===== src/rtl/uart_cmd_ctrl_if.sv =====
// uart_cmd_ctrl_if: byte input, configuration and status signals of the UART command controller
//   rx_valid/rx_data            : received byte from the UART receiver
//   speed/set_speed             : baud configuration to the receiver
//   reg_wr_en/reg_addr/reg_wdata: register-write bus
//   ctrl_out                    : control byte
//   frame_ok/err_*              : one-cycle status pulses
//   busy                        : parser not idle
interface uart_cmd_ctrl_if;
    logic        rx_valid;
    logic [7:0]  rx_data;
    logic [12:0] speed;
    logic        set_speed;
    logic        reg_wr_en;
    logic [7:0]  reg_addr;
    logic [7:0]  reg_wdata;
    logic [7:0]  ctrl_out;
    logic        frame_ok;
    logic        err_chk;
    logic        err_cmd;
    logic        err_timeout;
    logic        busy;
    modport slave (
        input  rx_valid, rx_data,
        output speed, set_speed, reg_wr_en, reg_addr, reg_wdata, ctrl_out,
               frame_ok, err_chk, err_cmd, err_timeout, busy
    );
    modport master (
        output rx_valid, rx_data,
        input  speed, set_speed, reg_wr_en, reg_addr, reg_wdata, ctrl_out,
               frame_ok, err_chk, err_cmd, err_timeout, busy
    );
endinterface


===== src/rtl/uart_cmd_ctrl.sv =====
// uart_cmd_ctrl: parses SYNC/CMD/P0/P1/CHK frames from the UART receiver and executes them
//   clk   : system clock
//   reset : synchronous active-low reset
//   bus   : uart_cmd_ctrl_if.slave (byte input, speed config, register bus, ctrl byte, status)
module uart_cmd_ctrl #(
    parameter logic [7:0]      SYNC_BYTE      = 8'hA5,
    parameter logic [12:0]     MIN_SPEED      = 13'd16,
    parameter logic [12:0]     SPEED_DEFAULT  = 13'h1869,
    parameter int              TO_W           = 20,
    parameter logic [TO_W-1:0] TIMEOUT_CYCLES = 20'd250000
) (
    input logic             clk,
    input logic             reset,
    uart_cmd_ctrl_if.slave  bus
);
    typedef enum logic [2:0] {IDLE, GET_CMD, GET_P0, GET_P1, GET_CHK, EXEC} state_t;
    state_t state, state_n;
    logic rx_valid_q, stb, in_frame, to_hit, bad_chk, bad_cmd, exec_ok;
    logic [7:0] cmd, p0, p1, chk;
    logic [12:0] new_speed;
    logic [TO_W-1:0] cnt;

    // only the rising edge of the level-style rx_valid counts as a byte
    assign stb      = bus.rx_valid & ~rx_valid_q;
    assign in_frame = state inside {GET_CMD, GET_P0, GET_P1, GET_CHK};
    // a strobe in the limit cycle wins over the timeout
    assign to_hit   = in_frame && cnt == TIMEOUT_CYCLES - 1'b1 && !stb;

    always_ff @(posedge clk)
        if (!reset) state <= IDLE;
        else        state <= state_n;

    always_comb begin
        state_n = state;
        case (state)
            IDLE:                             if (stb && bus.rx_data == SYNC_BYTE) state_n = GET_CMD;
            GET_CMD, GET_P0, GET_P1, GET_CHK: state_n = stb ? state_t'(state + 3'd1) : to_hit ? IDLE : state;
            default:                          state_n = IDLE;
        endcase
    end

    always_comb begin
        new_speed = {p0[4:0], p1};
        bad_chk   = chk != (cmd ^ p0 ^ p1);
        bad_cmd   = !(cmd inside {8'h01, 8'h02, 8'h03}) || (cmd == 8'h01 && new_speed < MIN_SPEED);
        exec_ok   = state == EXEC && !bad_chk && !bad_cmd;
        bus.busy  = state != IDLE;
    end

    always_ff @(posedge clk) begin
        if (!reset) begin
            rx_valid_q <= 1'b0;
            cnt        <= '0;
            cmd        <= '0;
            p0         <= '0;
            p1         <= '0;
            chk        <= '0;
        end else begin
            rx_valid_q <= bus.rx_valid;
            // counting only while the next state is a byte-wait state clears it on entering IDLE
            cnt        <= (stb || !(state_n inside {GET_CMD, GET_P0, GET_P1, GET_CHK})) ? '0 : cnt + 1'b1;
            if (stb && state == GET_CMD) cmd <= bus.rx_data;
            if (stb && state == GET_P0)  p0  <= bus.rx_data;
            if (stb && state == GET_P1)  p1  <= bus.rx_data;
            if (stb && state == GET_CHK) chk <= bus.rx_data;
        end
    end

    always_ff @(posedge clk) begin
        if (!reset) begin
            bus.speed       <= SPEED_DEFAULT;
            bus.reg_addr    <= '0;
            bus.reg_wdata   <= '0;
            bus.ctrl_out    <= '0;
            bus.set_speed   <= 1'b0;
            bus.reg_wr_en   <= 1'b0;
            bus.frame_ok    <= 1'b0;
            bus.err_chk     <= 1'b0;
            bus.err_cmd     <= 1'b0;
            bus.err_timeout <= 1'b0;
        end else begin
            bus.set_speed   <= exec_ok && cmd == 8'h01;
            bus.reg_wr_en   <= exec_ok && cmd == 8'h02;
            bus.frame_ok    <= exec_ok;
            bus.err_chk     <= state == EXEC && bad_chk;
            bus.err_cmd     <= state == EXEC && !bad_chk && bad_cmd;
            bus.err_timeout <= to_hit;
            if (exec_ok && cmd == 8'h01) bus.speed <= new_speed;
            if (exec_ok && cmd == 8'h02) begin
                bus.reg_addr  <= p0;
                bus.reg_wdata <= p1;
            end
            if (exec_ok && cmd == 8'h03) bus.ctrl_out <= p1;
        end
    end
endmodule


===== src/flat_wrapper.sv =====
// flat-port wrapper written by rule: the top's interface ports become plain ports
module uart_cmd_ctrl_flat 
#(
    parameter logic [7:0]      SYNC_BYTE      = 8'hA5,
    parameter logic [12:0]     MIN_SPEED      = 13'd16,
    parameter logic [12:0]     SPEED_DEFAULT  = 13'h1869,
    parameter int              TO_W           = 20,
    parameter logic [TO_W-1:0] TIMEOUT_CYCLES = 20'd250000
)
  (clk, reset, bus_rx_valid, bus_rx_data, bus_speed, bus_set_speed, bus_reg_wr_en, bus_reg_addr, bus_reg_wdata, bus_ctrl_out, bus_frame_ok, bus_err_chk, bus_err_cmd, bus_err_timeout, bus_busy);
  uart_cmd_ctrl_if bus_i ();
  input logic clk;
  input logic reset;
  input wire logic [$bits(bus_i.rx_valid)-1:0] bus_rx_valid;
  input wire logic [$bits(bus_i.rx_data)-1:0] bus_rx_data;
  output wire logic [$bits(bus_i.speed)-1:0] bus_speed;
  output wire logic [$bits(bus_i.set_speed)-1:0] bus_set_speed;
  output wire logic [$bits(bus_i.reg_wr_en)-1:0] bus_reg_wr_en;
  output wire logic [$bits(bus_i.reg_addr)-1:0] bus_reg_addr;
  output wire logic [$bits(bus_i.reg_wdata)-1:0] bus_reg_wdata;
  output wire logic [$bits(bus_i.ctrl_out)-1:0] bus_ctrl_out;
  output wire logic [$bits(bus_i.frame_ok)-1:0] bus_frame_ok;
  output wire logic [$bits(bus_i.err_chk)-1:0] bus_err_chk;
  output wire logic [$bits(bus_i.err_cmd)-1:0] bus_err_cmd;
  output wire logic [$bits(bus_i.err_timeout)-1:0] bus_err_timeout;
  output wire logic [$bits(bus_i.busy)-1:0] bus_busy;
  assign bus_i.rx_valid = bus_rx_valid;
  assign bus_i.rx_data = bus_rx_data;
  assign bus_speed = bus_i.speed;
  assign bus_set_speed = bus_i.set_speed;
  assign bus_reg_wr_en = bus_i.reg_wr_en;
  assign bus_reg_addr = bus_i.reg_addr;
  assign bus_reg_wdata = bus_i.reg_wdata;
  assign bus_ctrl_out = bus_i.ctrl_out;
  assign bus_frame_ok = bus_i.frame_ok;
  assign bus_err_chk = bus_i.err_chk;
  assign bus_err_cmd = bus_i.err_cmd;
  assign bus_err_timeout = bus_i.err_timeout;
  assign bus_busy = bus_i.busy;
  uart_cmd_ctrl #(.SYNC_BYTE(SYNC_BYTE), .MIN_SPEED(MIN_SPEED), .SPEED_DEFAULT(SPEED_DEFAULT), .TO_W(TO_W), .TIMEOUT_CYCLES(TIMEOUT_CYCLES)) u_core (.clk(clk), .reset(reset), .bus(bus_i));
endmodule

===== config.mk =====
export PLATFORM = sky130hd
export DESIGN_NAME = uart_cmd_ctrl_flat
export DESIGN_NICKNAME = d
export VERILOG_FILES = /design/src/rtl/uart_cmd_ctrl_if.sv /design/src/rtl/uart_cmd_ctrl.sv /design/src/flat_wrapper.sv
export SDC_FILE = /design/constraint.sdc
export NUM_CORES = 1
export LEC_CHECK = 0
export ABC_AREA = 1
export BUFFER_PORTS_ARGS = -buffer_cell sky130_fd_sc_hd__buf_2
export CELL_PAD_IN_SITES_DETAIL_PLACEMENT = 1
export CELL_PAD_IN_SITES_GLOBAL_PLACEMENT = 2
export CORE_MARGIN = 4
export CORE_UTILIZATION = 29
export CTS_CLUSTER_DIAMETER = 200
export CTS_CLUSTER_SIZE = 12
export DETAILED_ROUTE_END_ITERATION = 7
export PLACE_DENSITY_LB_ADDON = 0.3
export RECOVER_POWER = 100
export SLEW_MARGIN = 40
export SYNTH_ARGS = -nofsm -noshare
export SYNTH_HDL_FRONTEND = slang
export SYNTH_SLANG_ARGS = --single-unit

===== constraint.sdc =====
create_clock -name clk -period 1.89 [get_ports clk]
set_input_delay 0.378 -clock clk [delete_from_list [all_inputs] [get_ports clk]]
set_output_delay 0.378 -clock clk [all_outputs]
set_load 0.01 [all_outputs]

Word-level counts from Yosys, hierarchy flattened
Index checks and enable logic that the tools add are counted.
- $add $sub $neg: 2
- magnitude comparators: 1
- equality and inequality tests: 15
- muxes and demuxes: 4
- bitwise logic cells: 5
- reductions and logical operators: 29
- operators by type and width (cell ; count):
    20-bit by 1-bit adder with 20-bit output (second input constant) ; 1
    20-bit by 18-bit == test with 1-bit output (second input constant) ; 1
    8-bit by 2-bit == test with 1-bit output (second input constant) ; 2
    8-bit XOR ; 2
    1-bit logical AND ; 15
    13-bit by 5-bit less-than comparator with 1-bit output (second input constant) ; 1
    3-bit by 2-bit == test with 1-bit output (second input constant) ; 4
    3-bit == test (second input constant) ; 3
    3-bit 2-to-1 mux ; 3
    8-bit by 1-bit == test with 1-bit output (second input constant) ; 1
    8-bit == test (second input constant) ; 1
    8-bit != test ; 1
    4-bit nonzero test ; 2
    3-bit by 1-bit == test with 1-bit output (second input constant) ; 2
    3-bit one-hot mux with 2 select lines ; 1
    3-bit nonzero test ; 2
    1-bit logical NOT ; 5
    4-bit OR reduction ; 1
    3-bit by 1-bit adder with 3-bit output (second input constant) ; 1
    3-bit logical NOT ; 1
    1-bit logical OR ; 2
    1-bit inverter ; 2
    2-bit OR reduction ; 1
    1-bit AND ; 1
- register bits: 99
- bits of input ports: 11
- output and inout bits: 44
- word-level logic and storage cells: 73

Depth between registers and ports, before layout
- depth in word-level cells: 12
- depth in mapped cells: 15
- depth with buffers taken out: 14

Least setup slack after synthesis
OpenSTA, ideal clock, no wires.
- path kind: register to register
- start point: register u_core.cnt[0]
- end point: register u_core.cnt[18]
- library setup time: 0.064 ns
- arrival time: 1.731 ns
- required time: 1.826 ns
- setup slack: 0.095 ns
- cell stages (with the launch flop): 13
- buffers on the path: 0
- period minus slack after synthesis: 1.795 ns
- cell sequence: dfxtp_1 -> ha_1 -> nand2_1 -> nor2_1 -> nand3_1 -> nor2_1 -> nand2_1 -> nor2_1 -> nand2_1 -> nor2_1 -> xor2_1 -> inv_1 -> nor2_1
- cells in the longest elaborated chain, start to end: 11
- elaborated cells on any way between the ends: 15
- those cells by class: 1 x add/sub; 5 x eq/ne; 3 x mux; 6 x reduce/logical
- ends and longest elaborated chain (what ; line ; text):
    start, declared ; uart_cmd_ctrl.sv:21 ; logic [TO_W-1:0] cnt;
    start signal, assigned ; uart_cmd_ctrl.sv:61 ; cnt <= (stb || !(state_n inside {GET_CMD, GET_P0, GET_P1, GET_CHK})) ? '0 : cnt + 1'b1;
    20-bit by 18-bit == test with 1-bit output ; uart_cmd_ctrl.sv:27 ; assign to_hit = in_frame && cnt == TIMEOUT_CYCLES - 1'b1 && !stb;
    1-bit logical AND (2 in series) ; uart_cmd_ctrl.sv:27 ;
    3-bit 2-to-1 mux (2 in series) ; uart_cmd_ctrl.sv:37 ; GET_CMD, GET_P0, GET_P1, GET_CHK: state_n = stb ? state_t'(state + 3'd1) : to_hit ? IDLE : state;
    3-bit one-hot mux with 2 select lines ; uart_cmd_ctrl.sv:35 ; case (state)
    3-bit by 1-bit == test with 1-bit output, or another cell as far along ; uart_cmd_ctrl.sv:61 ;
    4-bit nonzero test ; uart_cmd_ctrl.sv:61 ;
    1-bit logical NOT ; uart_cmd_ctrl.sv:61 ;
    1-bit logical OR ; uart_cmd_ctrl.sv:61 ;
    2-bit OR reduction (no source line) ; n/a ;
Parallel ways exist; a longest one is shown, timed or not.
A chain may end at the register's enable or synchronous reset.

Worst setup path in the final report
- start point: register u_core.state[0]
- end point: register u_core.cnt[0]
- cells in the longest elaborated chain, start to end: 12
- elaborated cells on any way between the ends: 22
- those cells by class: 1 x add/sub; 8 x eq/ne; 4 x mux; 9 x reduce/logical
- ends and longest elaborated chain (what ; line ; text):
    start, declared ; uart_cmd_ctrl.sv:17 ; state_t state, state_n;
    start signal, assigned ; uart_cmd_ctrl.sv:31 ; else state <= state_n;
    3-bit by 1-bit == test with 1-bit output, or another cell as far along ; uart_cmd_ctrl.sv:25, uart_cmd_ctrl.sv:35 ;
    4-bit nonzero test ; uart_cmd_ctrl.sv:25 ; assign in_frame = state inside {GET_CMD, GET_P0, GET_P1, GET_CHK};
    1-bit logical AND (2 in series) ; uart_cmd_ctrl.sv:27 ;
    3-bit 2-to-1 mux (2 in series) ; uart_cmd_ctrl.sv:37 ;
    3-bit one-hot mux with 2 select lines (*) ; uart_cmd_ctrl.sv:35 ;
    3-bit by 1-bit == test with 1-bit output, or another cell as far along ; uart_cmd_ctrl.sv:61 ;
    4-bit nonzero test (*) ; uart_cmd_ctrl.sv:61 ;
    1-bit logical NOT (*) ; uart_cmd_ctrl.sv:61 ;
    1-bit logical OR (*) ; uart_cmd_ctrl.sv:61 ;
    2-bit OR reduction (no source line) (*) ; n/a ;
Mark *: on every way between the ends. The rest lies on a longest branch, timed or not.

==> flow_summary.json <==
{
  "min_period_ns": 1.986,
  "post_detail_place_hpwl_mm": 9.434,
  "via_count_of_the_routed_design": 4163,
  "wl_mm": 13.63,
  "asyncSetResetFlopFracSynth_pct": 0,
  "grt_antenna_before_repair": 0,
  "finalCoreUtilization_pct": 42.17,
  "synth_top_area_share_pct": 45.43,
  "maxClockFrequency_mhz": 503.5,
  "min_delay_path_depth": 3,
  "synth_fa_ha_area_share_pct": 1.721,
  "gr-max-usage-layer": "met2",
  "rsz_0062_raised_after_global_routing": "true",
  "core-area_mm2": 0.01464,
  "timing.reg2reg.worst_path_depth": 15,
  "cts_inserted_buffers": 9,
  "cp.required_ns": 2.17,
  "timing.final.setup_violations": 20,
  "groute.usage.overall_pct": 15.98,
  "drtAntennaViolNets": 0,
  "clk_transition_reported_paths_ns": 0.07,
  "maximum_fanout_along_the_worst_path": 5,
  "netSwitchingFraction_pct": 21.71,
  "globalRoute.totalOverflow": 0,
  "finish.net_count": 739,
  "seqPwrFrac_pct": 49.1,
  "power_switching_w": 0.0009217,
  "max_slew.worst_pin.slew_ns": 1.010,
  "synth_common_cells": "sky130_fd_sc_hd__nor2_1 (140), sky130_fd_sc_hd__nand2_1 (123), sky130_fd_sc_hd__dfxtp_1 (99)",
  "yosysWarnings": 0,
  "cts_hold_buf": 0,
  "area_fraction_in_compound_gates_after_synthesis_pct": 6.108,
  "maxSlewHeadroom_pct": 32.69,
  "drv.max_cap_violation_count": 0,
  "power_density_mw_per_mm2": 687.4,
  "die_area_mm2": 0.01707,
  "final_critical_path_share_of_the_clock_period_pct": 105.1,
  "seq_area_frac_synth_pct": 45.43,
  "postLayoutSetupSlackWorst_ns": -0.09614,
  "synth_to_final_area_change_pct": 41.55,
  "first_global_vias": 4275,
  "post-layout-total-power_w": 0.004245,
  "grt_max_degree": 43,
  "finalHoldViolCount": 0,
  "drt_iter0_drc": 169,
  "die_h_um": 130.7,
  "hp-class": "in2reg",
  "antenna_cells_inserted": 0,
  "max-clock-path-buffers": 2,
  "die_w_um": 130.7,
  "p_clk_share_pct": 48.0,
  "ctsRootBufferMaster": "sky130_fd_sc_hd__clkbuf_16",
  "use_met1_pct": 19.12,
  "startpoint_type": "flop",
  "routabilityCongestion": 0.8358,
  "clock_tree_from_tritoncts": "yes",
  "pre_cts_slack_ns": -0.2025,
  "run_status": "finished, violations left",
  "fin_setup_tns_ns": -1.197,
  "use_met2_pct": 28.07,
  "mappedNetlistNets": 620,
  "internal_power_w": 0.003324,
  "viasPerCell": 4.570,
  "multi_input_area_mm2": 0.002484,
  "synth-simple-area-share_pct": 30.08,
  "post-synth-top-area-cell": "sky130_fd_sc_hd__dfxtp_1",
  "post_synth_instance_area_mm2": 0.004363,
  "setup.worst_path.end_class": "flop",
  "setup.worst_path.class": "reg2reg",
  "initial_utilization_pct": 29.79,
  "h-tree-depth": 3,
  "met3_usage_pct": 3.374,
  "number_of_enable_type_register_cells_in_the_synthesized_netlist": 0,
  "main_combinational_cell_family_by_area_after_synthesis": "simple AND/OR/NAND/NOR gates",
  "worstSkewPairLatency_ns": 0.35,
  "placement_rows": 44,
  "synth.area.mux_share_pct": 0,
  "ir_worst_vdd_uv": 461.6,
  "synthDistinctLibCells": 27,
  "share_of_total_power_in_combinational_logic_pct": 2.9,
  "final_layout_size_suffix_gt1_share_pct": 27.79,
  "worst-endpoint-arrival_ns": 2.27,
  "register_area_mm2": 0.001998,
  "cts_num_sinks": 99,
  "grt_first_pass_wirelength_mm": 21.28,
  "synth_seq_cells": 99,
  "final-max-slew-violation-count": 0,
  "routed_wire_length_per_instance_um": 14.96,
  "postSynthCellCount": 603,
  "fin_skew_ns": 0.007531,
  "post_synth_main_area_contributors": "sky130_fd_sc_hd__dfxtp_1 (45%), sky130_fd_sc_hd__nor2_1 (12%), sky130_fd_sc_hd__nand2_1 (11%)",
  "remaining_drc_errors": 0,
  "number_of_input_and_output_port_buffers_inserted": 54,
  "synthXorXnorAreaFrac_pct": 8.231,
  "synth_flop_cell": "sky130_fd_sc_hd__dfxtp_1",
  "drtPass1Iterations": 4,
  "power.leakage_nw": 2.678,
  "syn_area_per_cell_um2": 7.235,
  "failed_checks": "negative setup slack",
  "synth.most_common_cell": "sky130_fd_sc_hd__nor2_1",
  "boundaryPins": 55,
  "number_of_fillers_in_the_final_layout": 1814
}
[path summary, 6_finish.rpt]
check | start | endpoint | slack, ns
max | u_core.state[0] | u_core.cnt[0] | -0.1
min reg2reg | u_core.bus.speed[5] | u_core.bus.speed[5] | 0.49
max reg2reg | u_core.state[0] | u_core.cnt[0] | -0.1
min | bus_rx_valid | u_core.rx_valid_q | 0.22
[area by class of cell]
class,instances,share of cell area [%]
inverter,69,4.315
tap,184,3.728
timing repair buffer,128,14.10
multi-input combinational,415,40.21
sequential,99,32.35
clock buffer,10,3.870
clock inverter,6,1.418
[per-stage QoR]
step	instance area [um2]	std cells	hold slack, ns
after floorplan	4363	603	0.4175
after global placement	5216	878	0.4473
after detailed placement	5216	878	0.4457
after CTS	5698	901	0.2050
after global routing	6176	911	0.2295
final	6176	911	0.2195
[registers in the layout, summed over array words and instances, names as in the netlist, 3 cells and up]
register	cells
u_core.cnt	20
u_core.bus.speed	13
u_core.bus.reg_addr	8
u_core.state	3
u_core.chk	8
u_core.bus.reg_wdata	8
u_core.cmd	8
u_core.bus.ctrl_out	8
u_core.p1	8
u_core.p0	8
[power groups by stage]
stage / Sequential [W] / Clock [W] / Combinational [W]
after floorplan: 0.00214 / 0 / 0.0000459
after global placement: 0.00214 / 0 / 0.000116
after detailed placement: 0.00214 / 0 / 0.000116
after CTS: 0.00209 / 0.00211 / 0.000120
after global routing: 0.00208 / 0.00218 / 0.000136
final: 0.00208 / 0.00204 / 0.000123
[layout by cell type (no fill, tap or decap), drive strengths merged]
| master | instances |
|---|---|
| a21oi | 26 |
| buf | 79 |
| bufinv | 2 |
| clkbuf | 59 |
| clkinv | 4 |
| dfxtp | 99 |
| ha | 6 |
| inv | 69 |
| nand2 | 124 |
| nand3 | 26 |
| nand4 | 14 |
| nor2 | 141 |
| nor3 | 8 |
| nor3b | 1 |
| nor4 | 1 |
| o21ai | 25 |
| or2 | 2 |
| xnor2 | 27 |
| xor2 | 14 |
[worst max-delay path, stage by stage (launching register included)]
cell                        delay (ns)
sky130_fd_sc_hd__dfxtp_4          0.38
sky130_fd_sc_hd__inv_4            0.09
sky130_fd_sc_hd__ha_4             0.15
sky130_fd_sc_hd__nand2_4          0.06
sky130_fd_sc_hd__nand2_4          0.07
sky130_fd_sc_hd__nor2_2           0.04
sky130_fd_sc_hd__nor2_1           0.10
sky130_fd_sc_hd__nand2_2          0.09
sky130_fd_sc_hd__nand2_1          0.07
sky130_fd_sc_hd__nand2_1          0.06
sky130_fd_sc_hd__a21oi_2          0.18
sky130_fd_sc_hd__nand2_1          0.09
sky130_fd_sc_hd__nand2_2          0.09
sky130_fd_sc_hd__nand3_4          0.15
sky130_fd_sc_hd__clkbuf_16        0.22
sky130_fd_sc_hd__nor2_2           0.08
[per-layer routing]
metal	vias up	wire [um]
met5	-	0
met1	1985	5961
li1	2103	-
met2	57	6949
met3	18	415
met4	0	305
[what timing repair did]
action,in CTS,in global routing
buffers inserted,5,7
pin swaps,9,14
hold endpoints to repair,0,0
setup endpoints to repair,31,58
gates resized for setup,29,115
cloned,2,3
[cells by family (layout without fill, tap and decap cells)]
kind of cell,Yosys count,in the layout
compound gates,51,51
fa+ha+maj,6,6
buf+inv,90,213
simple gates,316,317
xor+xnor,41,41
flops,99,99
(Power assumes the default switching activity.)
